[config.mk]
export PLATFORM = sky130hd
export DESIGN_NAME = psx_root_counter
export DESIGN_NICKNAME = d
export VERILOG_FILES = /design/src/rtl/psx_rcnt_pkg.sv /design/src/rtl/psx_rcnt_tick_gen.sv /design/src/rtl/psx_root_counter.sv
export SDC_FILE = /design/constraint.sdc
export NUM_CORES = 1
export LEC_CHECK = 0
export BUFFER_PORTS_ARGS = -buffer_cell sky130_fd_sc_hd__buf_2
export CELL_PAD_IN_SITES_DETAIL_PLACEMENT = 2
export CELL_PAD_IN_SITES_GLOBAL_PLACEMENT = 2
export CORE_MARGIN = 3
export CORE_UTILIZATION = 30
export CTS_BUF_LIST = sky130_fd_sc_hd__clkbuf_16
export DETAILED_ROUTE_END_ITERATION = 6
export GPL_TIMING_DRIVEN = 0
export PLACE_DENSITY = 0.75
export SYNTH_ARGS = -nofsm -noshare
export SYNTH_HDL_FRONTEND = slang
export SYNTH_SLANG_ARGS = --single-unit
[constraint.sdc]
create_clock -name sys_clk -period 4.81 [get_ports sys_clk]
set_input_delay 0.962 -clock sys_clk [delete_from_list [all_inputs] [get_ports sys_clk]]
set_output_delay 0.962 -clock sys_clk [all_outputs]
set_load 0.03 [all_outputs]
[src/rtl/psx_rcnt_pkg.sv]
// psx_rcnt_pkg: MODE layout, address map and helpers for the root counter.
// Toggle IRQ mode is built in only when PSX_RCNT_TOGGLE_EN is defined.
package psx_rcnt_pkg;

    localparam int MB_IRQ_N     = 10;
    localparam int MB_REACH_TGT = 11;
    localparam int MB_REACH_FF  = 12;

    localparam logic [15:0] MODE_RST     = 16'h0400;
    localparam logic [15:0] MODE_WR_MASK = 16'h03FF;

    typedef enum logic [1:0] {
        RC_COUNT  = 2'd0,
        RC_MODE   = 2'd1,
        RC_TARGET = 2'd2
    } rcnt_addr_e;

    typedef struct packed {
        logic [2:0] rsvd;
        logic       reach_ffff;
        logic       reach_tgt;
        logic       irq_n;
        logic [1:0] clk_src;
        logic       toggle;
        logic       rpt;
        logic       irq_ffff;
        logic       irq_tgt;
        logic       rst_tgt;
        logic [1:0] sync_mode;
        logic       sync_en;
    } rcnt_mode_t;

    function automatic logic [15:0] byte_merge(
        input logic [15:0] old_v,
        input logic [15:0] new_v,
        input logic [1:0]  be
    );
        return {be[1] ? new_v[15:8] : old_v[15:8],
                be[0] ? new_v[7:0]  : old_v[7:0]};
    endfunction

endpackage

[src/rtl/psx_rcnt_tick_gen.sv]
// psx_rcnt_tick_gen: clock-source select and blank-synchronised gating.
// Produces the per-cycle count enable and the blank-rise clear.
module psx_rcnt_tick_gen
    import psx_rcnt_pkg::*;
#(
    parameter int CHANNEL = 0
) (
    input  logic       sys_clk,
    input  logic       rst_n,
    input  logic       mode_wr,
    input  logic       sync_en,
    input  logic [1:0] sync_mode,
    input  logic [1:0] clk_src,
    input  logic       tick_alt,
    input  logic       blank,
    output logic       cnt_en,
    output logic       cnt_clr
);

    logic blank_q;
    logic armed_q;
    logic src_sel;
    logic src_tick;
    logic blank_rise;

    assign src_sel    = (CHANNEL == 2) ? clk_src[1] : clk_src[0];
    assign src_tick   = src_sel ? tick_alt : 1'b1;
    assign blank_rise = blank & ~blank_q;

    // armed_q remembers the first blank rise for sync mode 3
    always_ff @(posedge sys_clk or negedge rst_n) begin
        if (!rst_n) begin
            blank_q <= 1'b0;
            armed_q <= 1'b0;
        end else begin
            blank_q <= blank;
            armed_q <= mode_wr ? 1'b0 : (armed_q | blank_rise);
        end
    end

    always_comb begin
        cnt_en  = src_tick;
        cnt_clr = 1'b0;
        if (sync_en) begin
            if (CHANNEL == 2) begin
                cnt_en = src_tick & (^sync_mode);
            end else begin
                unique case (sync_mode)
                    2'd0: cnt_en = src_tick & ~blank;
                    2'd1: cnt_clr = blank_rise;
                    2'd2: begin
                        cnt_en  = src_tick & blank;
                        cnt_clr = blank_rise;
                    end
                    default: cnt_en = src_tick & armed_q;
                endcase
            end
        end
    end

endmodule

[src/rtl/psx_root_counter.sv]
// psx_root_counter: one PSX root counter channel with COUNT/MODE/TARGET.
// Define PSX_RCNT_TOGGLE_EN to enable the toggle IRQ mode (MODE[7]).
module psx_root_counter
    import psx_rcnt_pkg::*;
#(
    parameter int CHANNEL = 0
) (
    input  logic        sys_clk,
    input  logic        rst_n,
    input  logic        wen,
    input  logic        ren,
    input  logic [1:0]  ben,
    input  logic [1:0]  addr,
    input  logic [15:0] data_i,
    output logic [15:0] data_o,
    input  logic        tick_alt,
    input  logic        blank,
    output logic        irq_n
);

    typedef enum logic [1:0] {
        S_IDLE,
        S_PULSE,
        S_FIRED
    } irq_state_e;

    irq_state_e  state_q;
    rcnt_mode_t  mode_q;
    logic [15:0] count_q;
    logic [15:0] target_q;
    logic [15:0] mode_wdata;
    logic        cnt_wr;
    logic        mode_wr;
    logic        tgt_wr;
    logic        flag_clr;
    logic        cnt_en;
    logic        cnt_clr;
    logic        tick;
    logic        hit_tgt;
    logic        hit_ffff;
    logic        event_hit;
    logic        toggle_mode;

    assign cnt_wr   = wen && (addr == RC_COUNT);
    assign mode_wr  = wen && (addr == RC_MODE);
    assign tgt_wr   = wen && (addr == RC_TARGET);
    assign flag_clr = ren && (addr == RC_MODE);

    assign mode_wdata = (byte_merge(mode_q, data_i, ben) & MODE_WR_MASK)
                      | MODE_RST;

`ifdef PSX_RCNT_TOGGLE_EN
    assign toggle_mode = mode_q.toggle;
`else
    assign toggle_mode = 1'b0;
`endif

    psx_rcnt_tick_gen #(
        .CHANNEL (CHANNEL)
    ) u_tick_gen (
        .sys_clk   (sys_clk),
        .rst_n     (rst_n),
        .mode_wr   (mode_wr),
        .sync_en   (mode_q.sync_en),
        .sync_mode (mode_q.sync_mode),
        .clk_src   (mode_q.clk_src),
        .tick_alt  (tick_alt),
        .blank     (blank),
        .cnt_en    (cnt_en),
        .cnt_clr   (cnt_clr)
    );

    // register writes and the blank clear both override a tick
    assign tick      = cnt_en & ~cnt_wr & ~mode_wr & ~cnt_clr;
    assign hit_tgt   = (count_q == target_q);
    assign hit_ffff  = (count_q == 16'hFFFF);
    assign event_hit = tick && ((hit_tgt && mode_q.irq_tgt)
                             || (hit_ffff && mode_q.irq_ffff));

    always_ff @(posedge sys_clk or negedge rst_n) begin
        if (!rst_n) begin
            count_q  <= 16'h0;
            target_q <= 16'h0;
        end else begin
            if (mode_wr) begin
                count_q <= 16'h0;
            end else if (cnt_wr) begin
                count_q <= byte_merge(count_q, data_i, ben);
            end else if (cnt_clr) begin
                count_q <= 16'h0;
            end else if (tick) begin
                count_q <= (hit_tgt && mode_q.rst_tgt) ? 16'h0
                                                       : count_q + 16'h1;
            end
            if (tgt_wr) begin
                target_q <= byte_merge(target_q, data_i, ben);
            end
        end
    end

    always_ff @(posedge sys_clk or negedge rst_n) begin
        if (!rst_n) begin
            mode_q  <= rcnt_mode_t'(MODE_RST);
            state_q <= S_IDLE;
        end else if (mode_wr) begin
            mode_q  <= rcnt_mode_t'(mode_wdata);
            state_q <= S_IDLE;
        end else begin
            if (tick && hit_tgt) begin
                mode_q[MB_REACH_TGT] <= 1'b1;
            end else if (flag_clr) begin
                mode_q[MB_REACH_TGT] <= 1'b0;
            end
            if (tick && hit_ffff) begin
                mode_q[MB_REACH_FF] <= 1'b1;
            end else if (flag_clr) begin
                mode_q[MB_REACH_FF] <= 1'b0;
            end
            case (state_q)
                S_IDLE: begin
                    if (event_hit) begin
                        if (toggle_mode) begin
                            mode_q[MB_IRQ_N] <= ~mode_q.irq_n;
                            if (!mode_q.rpt) state_q <= S_FIRED;
                        end else begin
                            mode_q[MB_IRQ_N] <= 1'b0;
                            state_q <= S_PULSE;
                        end
                    end
                end
                S_PULSE: begin
                    mode_q[MB_IRQ_N] <= 1'b1;
                    state_q <= mode_q.rpt ? S_IDLE : S_FIRED;
                end
                S_FIRED: ;
                default: state_q <= S_IDLE;
            endcase
        end
    end

    assign irq_n = mode_q.irq_n;

    always_comb begin
        data_o = 16'h0;
        unique case (1'b1)
            addr == RC_COUNT:  data_o = count_q;
            addr == RC_MODE:   data_o = mode_q;
            addr == RC_TARGET: data_o = target_q;
            default:           data_o = 16'h0;
        endcase
    end

endmodule

After elaboration in Yosys (flattened, before gate mapping)
Index checks and enable logic that the tools add are counted.
Word-level totals
  output and inout port bits: 17
  bits in registers: 49
  word-level logic and storage cells: 95
  bits of input ports: 26
Operators by class
  eq/ne operators: 12
  multiplexer cells: 24
  bitwise operators: 13
  $add $sub $neg: 1
  reductions and logical operators: 27
Operator list (number)
  16-bit 2-to-1 mux: 5
  16-bit case mux with 3 select lines: 1
  16-bit by 1-bit adder with 16-bit output, second input constant: 1
  16-bit == test: 1
  16-bit == test, second input constant: 1
  8-bit 2-to-1 mux: 2
  2-bit AND reduction: 8
  1-bit logical AND: 10
  1-bit 2-to-1 mux: 9
  3-bit nonzero test: 3
  1-bit bitwise AND: 7
  2-bit by 1-bit == test with 1-bit output, second input constant: 3
  2-bit == test, second input constant: 3
  2-bit logical NOT: 3
  2-bit 2-to-1 mux: 3
  3-bit by 2-bit inequality test with 1-bit output, second input constant: 2
  2-bit case mux with 3 select lines: 1
  1-bit inverter: 5
  4-bit nonzero test: 1
  3-bit 2-to-1 mux: 1
  3-bit inequality test, second input constant: 1
  1-bit case mux with 3 select lines: 1
  2-bit inequality test, second input constant: 1
  1-bit case mux with 2 select lines: 1
  other kinds (3): 3

Logic depth before layout (Yosys ltp)
  depth after elaboration: 11
  depth in mapped cells: 9
  gate-level depth less buffers: 8

Cells and area by module
From an unflattened synthesis, not the netlist that was laid out.
Unflattened totals
  cell total of the unflattened synthesis: 312
  area total of the unflattened synthesis: 2981.6 µm²
By module, submodules not included
  psx_root_counter: instances 1, seq. area each 1177.4 µm², area each 2820.2 µm², cells each 294
  psx_rcnt_tick_gen: instances 1, seq. area each 50.0 µm², area each 161.4 µm², cells each 18

Worst setup path before layout
Ideal clock, no wire load.
  path type: input-to-output
  start point: input port addr[0]
  end point: output port data_o[1]
  path buffers: 2
  required time: 3.848 ns
  slack: 1.461 ns
  data arrival time: 2.387 ns
  stages: 4
  path through: buf_2 -> buf_1 -> mux2i_1 -> o21ai_0
On the way
  cells in the longest elaborated chain, start to end: 2
  elaborated cells between the ends (all ways): 4
  those cells by class: eq/ne: 2; mux: 1; reduce/logical: 1
RTL lines
  start: declaration: RTL line psx_root_counter.sv:13  | input logic [1:0] addr,
  2-bit == test, or another cell as far along: RTL line psx_root_counter.sv:148  | addr == RC_TARGET: data_o = target_q;
  16-bit case mux with 3 select lines *: RTL line psx_root_counter.sv:145  | unique case (1'b1)
  end: declaration: RTL line psx_root_counter.sv:15  | output logic [15:0] data_o,
Mark *: on every way between the ends. The rest lies on a longest branch, timed or not.

Worst setup path in the final report
  start point: input port addr[0]
  end point: output port data_o[4]
Same word-level chain as after synthesis.

==> impl_metrics.json <==
{
  "yosys_warnings": 0,
  "yosysMostFrequentCell": "dfrtp_1",
  "avgSynthCellArea_um2": 9.569,
  "synth_commonest_cells": "dfrtp_1 (48), nand2_1 (35), mux2_2 (26)",
  "grt_pass1_vias": 2909,
  "clkSlewWorstSetupHoldPaths_ns": 0.07,
  "ys_top_cells_by_area": "dfrtp_1 (39%), mux2_2 (9.5%), mux2i_1 (5.5%)",
  "total_power_mw": 1.733,
  "max_stage_delay_ns": 0.67,
  "dp_hpwl_um": 7637,
  "post-cts-setup-buffers": 0,
  "synth_area_um2": 3072,
  "finalHoldViolCount": 0,
  "critical_path_class": "in2out",
  "clock_skew_ns": 0.005971,
  "syn_nets": 351,
  "initial_core_util_pct": 31.14,
  "r2r_slack_ns": 1.97,
  "cp.required_ns": 3.85,
  "die_h_um": 107.2,
  "grt-ovfl-total": 0,
  "comb_power_share_pct": 42.5,
  "syn_to_final_growth_pct": 16.74,
  "core_area_um2": 9864,
  "cts.sink_count": 49,
  "dieArea_um2": 11490,
  "hp-class": "reg2reg",
  "grt_pass1_wl_um": 16480,
  "crit_cells": 6,
  "fillers": 1135,
  "drt-initial-drc-count": 110,
  "p_sw_mw": 0.7044,
  "wirelength_um": 10410,
  "finalSetupViolations": 0,
  "io_pins": 43,
  "port_buffers": 40,
  "nets": 398,
  "numCtsBuffers": 5,
  "worst_pin_slew_ns": 1.187,
  "leakage_nw": 1.565,
  "hold_path_depth": 1,
  "grt_max_degree": 50,
  "synth_seq_area_share_pct": 39.96,
  "rsz0062_at_grt": "false",
  "synth-edff-count": 0,
  "synthArstFlopShare_pct": 100.0,
  "fin_setup_tns_ns": 0,
  "worst_path_max_delay_cell": "buf_1",
  "fmax_ghz": 0.2707,
  "crit_buf_inv": 4,
  "p_per_area_nw_per_um2": 483.4,
  "cts_tree": "yes",
  "pre_cts_ws_ns": 1.086,
  "fin_cells": 502,
  "outcome": "finished clean",
  "post-route-drc-count": 0,
  "synth.largest_area_cell": "dfrtp_1",
  "cpMostUsedCell": "buf_2",
  "cts-root-buf": "clkbuf_16",
  "fin_hold_ws_ns": 0.4774,
  "n_antenna_cell": 0,
  "clock_latency_ns": 0.29,
  "wire_per_inst_um": 20.74,
  "clock_path_buffers": 2,
  "drv_slew": 0,
  "pwr-share-clk_pct": 21.1,
  "synthFlopType": "dfrtp_1",
  "postSynthCellCount": 321,
  "drive_gt1_share_pct": 26.29,
  "period_minus_slack_ns": 3.695,
  "grt_usage_pct": 18.68,
  "startpoint_type": "input pin",
  "path_cells": "buf_2, buf_2, buf_1, mux2i_1, o21ai_0, buf_2",
  "gp_congestion": 0.8325,
  "seqPwrFrac_pct": 36.4,
  "crit_path_end_kind": "output pin",
  "rr_worst_depth": 9,
  "rows": 36,
  "postRouteAntennaNets": 0,
  "fin_crit_sh_pct": 76.81,
  "vias_per_cell": 5.375,
  "path_delay_family": "buffers and inverters",
  "ys_ff_latch": 49,
  "placed_cells": 494,
  "internal_power_mw": 1.029,
  "h-tree-depth": 2,
  "yosysTopAreaCellShare_pct": 39.10,
  "firstDrtPassIters": 4,
  "arrival_ns": 2.73,
  "drv_cap": 0,
  "routed-via-count": 2698,
  "maxSlewHeadroom_pct": 20.84,
  "crit_fanout": 10,
  "ctsResizeCount": 0,
  "ys_types": 47,
  "vdd_drop_max_mv": 0.1998,
  "p_sw_share_pct": 40.64,
  "setup_ws_ns": 1.115,
  "cts.hold.buffers_added": 0,
  "fp.dieW_um": 107.2,
  "antenna_found_initial": 0
}
## power by group through the flow
stage          sequential [mW]  combinational (mW)  clock [mW]
2_1_floorplan            0.605               0.542           0
3_3_place_gp             0.630               0.711           0
3_5_place_dp             0.638               0.739           0
4_1_cts                  0.631               0.744       0.376
5_1_grt                  0.648               0.805       0.392
6_report                 0.632               0.737       0.365
## per-layer routing
layer / global-route usage, % / routed length (µm)
met1: 25.40 / 4739
met2: 31.50 / 5153
met3: 2.830 / 406
met4: 3.836 / 113
met5: 0 / 0
## state kept, by name, summed over array words and instances (netlist names)
signal              count
count_q                16
state_q                 2
mode_q                 12
u_tick_gen.armed_q      1
target_q               16
u_tick_gen.blank_q      1
irq_n                   1
## stage by stage
stage               util [%]  instance area (µm²)
finish                 36.35                 3586
CTS                    36.35                 3586
floorplan                  -                 3072
global placement       34.86                 3438
detailed placement     34.86                 3438
global route           36.35                 3586
## worst reg2reg max path, delay by kind of cell (launching register included)
kind	cells	cell delay (ns)
adders and majority gates	1	0.30
buffers and inverters	2	0.45
DFF	1	0.39
and+or+nand+nor	6	1.62
## area by class of cell
class / instances / area [µm²] / area share (%)
Multi-Input combinational cell: 233 / 1638 / 45.67
Tap cell: 133 / 166.4 / 4.641
Sequential cell: 49 / 1227 / 34.23
Clock inverter: 3 / 22.52 / 0.6281
Buffer: 25 / 153.9 / 4.292
Timing Repair Buffer: 40 / 200.2 / 5.583
Clock buffer: 5 / 125.1 / 3.489
Inverter: 14 / 52.55 / 1.465
## cell families after synthesis
family	share of synthesized area [%]
flops	39.96
mux	15.07
simple gates	19.14
buf+inv	6.721
compound gates	11.65
xor+xnor	5.825
fa+ha+maj	1.629
## final timing paths
kind	start	end
setup reg to reg	mode_q[1]$_DFFE_PN0P_	count_q[9]$_DFFE_PN0P_
max in group asynchronous	rst_n	target_q[15]$_DFFE_PN0P_
hold / removal	state_q[0]$_DFFE_PN0P_	state_q[0]$_DFFE_PN0P_
setup / recovery	addr[0]	data_o[4]
min in group asynchronous	rst_n	target_q[8]$_DFFE_PN0P_
hold reg to reg	state_q[0]$_DFFE_PN0P_	state_q[0]$_DFFE_PN0P_
## placed cells by master (no fill, tap or decap), types with 4 or more instances in the layout
cell type  instances
dfrtp_1           48
buf_2             46
nand2_1           35
mux2_2            26
o21ai_0           20
mux2i_1           17
inv_1             14
xnor2_1           13
nor2_1            12
nand3_1           12
nor3_1            11
clkbuf_1          10
a21oi_1            8
nand4_1            8
a22oi_1            8
and3_1             7
buf_6              6
a32oi_1            6
clkbuf_16          5
nor2b_1            4
xnor2_2            4
a31oi_1            4
ha_1               4
Power figures use the tool's default switching activity.
